===== src/rtl/dma_bus_arbiter_pkg.sv =====
// rtl/dma_bus_arbiter_pkg.sv - shared constants and state encoding for the DMA bus arbiter
package dma_bus_arbiter_pkg;

  localparam int DEF_WORD_SIZE = 16;
  localparam int DEF_MAX_GRANT = 64;

  typedef enum logic [1:0] {
    ST_IDLE     = 2'd0,
    ST_WAIT_CPU = 2'd1,
    ST_GRANT    = 2'd2,
    ST_RELEASE  = 2'd3
  } arb_state_e;

  // DMA burst layout: 12-word transfer moved as 4-word bursts from a fixed base
  localparam logic [15:0] DMA_BASE_ADDR   = 16'h01F4;
  localparam int          DMA_LEN_WORDS   = 12;
  localparam int          DMA_BURST_WORDS = 4;

  function automatic logic [15:0] dma_burst_addr(input logic [15:0] idx);
    return DMA_BASE_ADDR + idx * 16'(DMA_BURST_WORDS);
  endfunction

endpackage


===== src/rtl/dma_bus_arbiter.sv =====
// rtl/dma_bus_arbiter.sv - CPU/DMA shared memory port arbiter with grant timeout
module dma_bus_arbiter
  import dma_bus_arbiter_pkg::*;
#(
  parameter int WORD_SIZE = DEF_WORD_SIZE,
  parameter int MAX_GRANT = DEF_MAX_GRANT
) (
  input  logic                   CLK,
  input  logic                   reset,
  input  logic                   BR,
  output logic                   BG,
  input  logic                   cpu_mem_busy,
  input  logic                   cpu_mem_req,
  output logic                   cpu_stall,
  input  logic [WORD_SIZE-1:0]   cpu_addr,
  input  logic [4*WORD_SIZE-1:0] cpu_data,
  input  logic                   cpu_write,
  input  logic [WORD_SIZE-1:0]   dma_addr,
  input  logic [4*WORD_SIZE-1:0] dma_data,
  input  logic                   dma_write,
  output logic [WORD_SIZE-1:0]   mem_addr,
  output logic [4*WORD_SIZE-1:0] mem_data,
  output logic                   mem_write,
  output logic                   dma_end,
  output logic                   grant_timeout
);

  localparam int              CNT_W    = $clog2(MAX_GRANT);
  localparam logic [CNT_W-1:0] CNT_LAST = CNT_W'(MAX_GRANT - 1);

  arb_state_e       state_q, state_d;
  logic [CNT_W-1:0] cnt_q, cnt_d;
  logic             bg_q, dma_end_q, dma_end_d, timeout_q, timeout_set;

  // A new CPU request needs no special handling: stall already covers the tie with BR.
  logic unused_cpu_mem_req;
  assign unused_cpu_mem_req = cpu_mem_req;

  always_comb begin
    state_d     = state_q;
    dma_end_d   = 1'b0;
    timeout_set = 1'b0;
    cnt_d       = '0;
    unique case (state_q)
      ST_IDLE: begin
        if (BR) state_d = cpu_mem_busy ? ST_WAIT_CPU : ST_GRANT;
      end
      ST_WAIT_CPU: begin
        if (!BR)               state_d = ST_IDLE;
        else if (!cpu_mem_busy) state_d = ST_GRANT;
      end
      ST_GRANT: begin
        cnt_d = (cnt_q == CNT_LAST) ? cnt_q : cnt_q + 1'b1;
        if (!BR) begin
          state_d   = ST_RELEASE;
          dma_end_d = 1'b1;
        end else if (cnt_q == CNT_LAST) begin
          state_d     = ST_RELEASE;
          timeout_set = 1'b1;
        end
      end
      ST_RELEASE: state_d = ST_IDLE;
      default:    state_d = ST_IDLE;
    endcase
  end

  always_ff @(posedge CLK) begin
    if (reset) begin
      state_q   <= ST_IDLE;
      cnt_q     <= '0;
      bg_q      <= 1'b0;
      dma_end_q <= 1'b0;
      timeout_q <= 1'b0;
    end else begin
      state_q   <= state_d;
      cnt_q     <= cnt_d;
      bg_q      <= (state_d == ST_GRANT);
      dma_end_q <= dma_end_d;
      timeout_q <= timeout_q | timeout_set;
    end
  end

  assign BG            = bg_q;
  assign dma_end       = dma_end_q;
  assign grant_timeout = timeout_q;
  assign cpu_stall     = (state_q != ST_IDLE) | BR;

  // RELEASE keeps the CPU address on the bus but blocks writes for one turnaround cycle.
  always_comb begin
    mem_addr  = cpu_addr;
    mem_data  = cpu_data;
    mem_write = cpu_write;
    if (state_q == ST_GRANT) begin
      mem_addr  = dma_addr;
      mem_data  = dma_data;
      mem_write = dma_write;
    end else if (state_q == ST_RELEASE) begin
      mem_write = 1'b0;
    end
  end

endmodule


===== config.mk =====
export PLATFORM = sky130hd
export DESIGN_NAME = dma_bus_arbiter
export DESIGN_NICKNAME = d
export VERILOG_FILES = /design/src/rtl/dma_bus_arbiter_pkg.sv /design/src/rtl/dma_bus_arbiter.sv
export SDC_FILE = /design/constraint.sdc
export NUM_CORES = 1
export LEC_CHECK = 0
export ABC_AREA = 1
export BUFFER_PORTS_ARGS = -buffer_cell sky130_fd_sc_hd__buf_2
export CELL_PAD_IN_SITES_DETAIL_PLACEMENT = 1
export CELL_PAD_IN_SITES_GLOBAL_PLACEMENT = 1
export CORE_UTILIZATION = 13
export CTS_CLUSTER_SIZE = 20
export DETAILED_ROUTE_END_ITERATION = 7
export GPL_TIMING_DRIVEN = 0
export PLACE_DENSITY = 0.79
export SETUP_SLACK_MARGIN = 0.1
export SYNTH_ARGS = -nofsm -noshare
export SYNTH_HDL_FRONTEND = slang
export SYNTH_SLANG_ARGS = --single-unit

===== constraint.sdc =====
create_clock -name CLK -period 1.06 [get_ports CLK]
set_input_delay 0.053 -clock CLK [delete_from_list [all_inputs] [get_ports CLK]]
set_output_delay 0.053 -clock CLK [all_outputs]
set_load 0.01 [all_outputs]

# == Word level (Yosys, flattened, before mapping) ==
# Index checks and enable logic that the tools add are counted.
# W data, S select, Z words.
# totals
register_bits,11
inputBits,167
output_inout_bits,85
word_cells,32
# classes
add_sub_neg,1
n_eq_ne,5
mux,15
n_bitwise,3
n_reduce_logical,3
# op_table
op,count
$mux W64,1
$mux W16,1
$mux W2,6
$pmux W2 S4,1
$add A6 B1 Y6 const B,1
$eq A2 B2 Y1 const B,3
$eq A6 B6 Y1 const B,1
$mux W1,6
$eq A2 B1 Y1 const B,1
$logic_not A2 Y1,1
$or A1 B1 Y1,2
$reduce_bool A2 Y1,1
$reduce_or A2 Y1,1
$not A1 Y1,1

# == Depth between registers and ports, before layout ==
# depth
word_depth,5
ltp_mapped,6
ltp_nobuf,6

# == Least setup slack after synthesis ==
# No wires, ideal clock.
# synth_timing
kind,register -> register
from,reg cnt_q[0]
to,reg cnt_q[1]
setup_time_ns,0.113
arrival_time_ns,0.966
required_time_ns,0.947
path_slack_ns,-0.019
stages_incl_launch_ff,7
path_buffers,0
synth_period_minus_slack_ns,1.079
path_cell_list,dfxtp_1 -> ha_1 -> nand2_1 -> nor2_1 -> nand2_1 -> nand2_1 -> nor2_1
# synth_via
elab_chain_cells,1
elab_cells_between_ends,2
classes_between,1 x add/sub; 1 x eq/ne
# synth_lines
element,line,text
from (decl),dma_bus_arbiter.sv:32,"logic [CNT_W-1:0] cnt_q, cnt_d;"
from (signal assigned),dma_bus_arbiter.sv:76,cnt_q <= cnt_d;
$add A6 B1 Y6 / $eq A6 B6 Y1 (equally long branches),dma_bus_arbiter.sv:53,cnt_d = (cnt_q == CNT_LAST) ? cnt_q : cnt_q + 1'b1;
# Several ways; a longest one is shown, not always the timed one.
# A chain may end at the register's enable or synchronous reset.

# == Worst setup path after layout ==
# layout_timing
from,reg state_q[1]
to,out mem_data[2]
# layout_via
elab_chain_cells,2
# layout_lines
element,line,text
from (decl),dma_bus_arbiter.sv:31,"arb_state_e state_q, state_d;"
from (signal assigned),dma_bus_arbiter.sv:75,state_q <= state_d;
$eq A2 B2 Y1,dma_bus_arbiter.sv:93,if (state_q == ST_GRANT) begin
$mux W64,dma_bus_arbiter.sv:93,
to (decl),dma_bus_arbiter.sv:22,"output logic [4*WORD_SIZE-1:0] mem_data,"
# No other way between the ends.

==> impl_metrics.toml <==
[run_status]
status = "finished, violations left"
violations = "setup timing"

[place]
gp_congestion = 0.724
dp_hpwl_um = 7260
dpl.cell_count = 721
pre_cts_slack_ps = -423
io_buffers = 250

[grt]
antenna_found_initial = 0
grt.total_usage_pct = 14.1
gr-total-overflow = 0
grt_pass1_wl_um = 13200
grt_max_degree = 11
grt_pass1_vias = 2733

[sta]
slew_viol_final = 0
rsz0062_at_grt = "true"
finalClockSkew_ps = 2.09
tightest_slew_ps = 195
relSlewSlack_pct = 87.0
min_period_ps = 1400
fin_ws_ps = -336
setup_violations = 92
finalSetupTns_ps = -25520
finalHoldViolCount = 0
max_freq_ghz = 0.716
period_share_pct = 132

[setup_path]
crit_buf_inv = 4
crit_path_max_fanout = 6
r2r_cells = 6
cp_slowest_cell = "dfxtp_4"
worstReg2RegStart = "state_q[1]"
crit_type = "reg -> out"
critPathMaxStageDelay_ps = 360
cp-start-kind = "flop"
worst-r2r-setup-slack_ps = -200
regToRegEndpoint = "cnt_q[2]"
path_delay_family = "buffers and inverters"
cp-end-kind = "output port"
crit_required_ps = 1010
path_cells = "inv_4 > nor2_4 > buf_8 > buf_8 > nand2_2 > nand2_2 > buf_6"
worstPathArrival_ps = 1340

[pwr]
ir_drop_mv = 0.709
power_switching_mw = 1.10
p_comb_share_pct = 59.5
sequentialPowerShare_pct = 15.3
power_switching_share_pct = 38.3
power_leakage_nw = 2.14
power.density_mw_per_mm2 = 828
p_int_mw = 1.76
clkPwrFrac_pct = 25.2

[clock_network]
clock_path_buffers = 2
htreeDepth = 1
cts_root_buf = "clkbuf_16"
clock-sinks = 11
cts_made_buffers = 3
clk_pin_slew_worst_paths_ps = 50
clock_latency_ps = 240
cts_tree = "done"

[final_layout]
multi_input_area_mm2 = 0.00125
regArea_um2 = 233
final_nets = 765
area.growth.synth_to_final_pct = 129
stdcell_count = 736
drive_gt1_share_pct = 52.3
antennaDiodeCount = 0
fillers = 1538

[routing]
via_per_inst = 4.04
drtPass1Iterations = 4
vias = 2970
finalWirelength_um = 9450
wl_per_cell_um = 12.8
remaining_drc_errors = 0
ant_nets = 0
drtIter0Drc = 75

[yosys]
ys_seq_area_share_pct = 14.6
synth_top_area_cell = "nand2_1"
syn-num-nets = 499
syn_inst = 331
ys_types = 15
synthTopCellsByArea = "nand2_1 (63%), dfxtp_1 (15%), buf_2 (5.3%)"
yosys_warnings = 0
ys_ff_latch = 11
synth_top_area_share_pct = 63.0
synth_area_mm2 = 0.00151
avgSynthCellArea_um2 = 4.55

[floorplan]
die_w_um = 110
coreArea_mm2 = 0.0111
row_count = 38
dieArea_mm2 = 0.0120
start_util_pct = 13.6
io_pins = 252
dieHeight_um = 110

[worst_hold_path]
whs_endpoint = "state_q[0]"
hp-class = "in -> reg"
hold_depth = 2
hp-start = "reset"

[job]
maxCapViolCount = 0
-- state kept, by name, indices dropped and copies added (netlist names) --
register,cells
state_q,2
cnt_q,6
grant_timeout,1
BG,1
dma_end,1
-- per-stage QoR --
stage	power, mW	utilization (%)	cell area (um2)	hold slack (ps)
3_3_place_gp	1.89	26.8	2970	246
5_1_grt	3.08	31.2	3450	76.9
4_1_cts	2.82	30.2	3350	53.4
3_5_place_dp	1.90	26.8	2970	247
2_1_floorplan	1.13	-	1550	122
6_report	2.86	31.2	3450	55.4
-- per-layer routing --
layer / global-route usage (%) / part of all wire, % / vias to the layer above
met2: 28.3 / 53 / 119
met4: 2.29 / 0.58 / 0
met5: 0 / 0 / -
li1: - / - / 1526
met3: 1.90 / 7.6 / 7
met1: 15.8 / 39 / 1318
-- synthesized netlist by cell type --
library cell,number
a21oi_1,8
a22o_1,1
buf_2,16
dfxtp_1,11
ha_1,1
inv_1,13
inv_2,2
nand2_1,253
nand2_4,1
nand3_1,9
nand4_1,1
nor2_1,11
nor2_4,2
o21ai_0,1
o21bai_1,1
-- timing repair --
action | in CTS | in global routing
gates cloned | 2 | 2
hold buffers | 1 | 0
gates resized for setup | 61 | 14
setup buffers | 6 | 0
setup endpoints to repair | 93 | 93
hold endpoints to repair | 1 | 0
pin swaps | 8 | 2
-- logic make-up (layout without fill, tap and decap cells) --
| logic type | count (synthesis) | after routing | share of synthesized area, % |
|---|---|---|---|
| adder cells (fa/ha/maj) | 1 | 1 | 0.830 |
| buffers and inverters | 31 | 295 | 9.05 |
| AND/OR/NAND/NOR | 277 | 278 | 71.4 |
| flip-flops | 11 | 11 | 14.6 |
| AO/OA/AOI/OAI | 11 | 11 | 4.07 |
-- worst max path at each step --
stage | from | endpoint | slack, ps | depth (start not counted)
finish | state_q[1] | mem_data[2] | -340 | 7
global route | state_q[1] | mem_addr[10] | -400 | 7
CTS | state_q[1] | mem_data[26] | -310 | 7
detailed placement | state_q[1] | mem_data[37] | -420 | 6
global placement | state_q[1] | mem_data[37] | -430 | 6
floorplan | state_q[1] | mem_addr[0] | 80 | 5
-- final cells by class --
type,count,share of cell area (%)
timing repair buffer,260,41.4
multi-input combinational,290,36.2
sequential,11,6.74
buffer,16,6.38
tap,140,5.07
clock buffer,4,2.28
inverter,15,1.85
-- power by group through the flow --
stage	clock network [mW]	registers, mW	logic [mW]
2_1_floorplan	0	0.450	0.678
3_3_place_gp	0	0.449	1.44
3_5_place_dp	0	0.449	1.45
4_1_cts	0.727	0.436	1.66
5_1_grt	0.755	0.438	1.89
6_report	0.721	0.438	1.70
-- placed cells by master (no fill, tap or decap) --
| master | netlist | routed |
|---|---|---|
| inv_2 | 2 | 1 |
| buf_12 | 0 | 2 |
| buf_4 | 0 | 5 |
| nand2_1 | 253 | 236 |
| inv_4 | 0 | 3 |
| nor2_1 | 11 | 9 |
| nor2_4 | 2 | 2 |
| buf_16 | 0 | 1 |
| clkbuf_16 | 0 | 5 |
| clkbuf_1 | 0 | 1 |
| nand4_1 | 1 | 1 |
| inv_1 | 13 | 11 |
| dlygate4sd3_1 | 0 | 1 |
| dfxtp_2 | 0 | 1 |
| ha_4 | 0 | 1 |
| buf_2 | 16 | 245 |
| buf_6 | 0 | 11 |
| nand2_2 | 0 | 16 |
| nand2_4 | 1 | 1 |
| a21oi_2 | 0 | 2 |
| dfxtp_4 | 0 | 3 |
| nor2_2 | 0 | 2 |
| o21bai_1 | 1 | 1 |
| nand2_8 | 0 | 2 |
| dfxtp_1 | 11 | 7 |
| a21oi_1 | 8 | 6 |
| o21ai_0 | 1 | 1 |
| nand3_1 | 9 | 9 |
| buf_8 | 0 | 9 |
| a22o_1 | 1 | 1 |
Note: power is estimated with default switching activity, not from simulation.
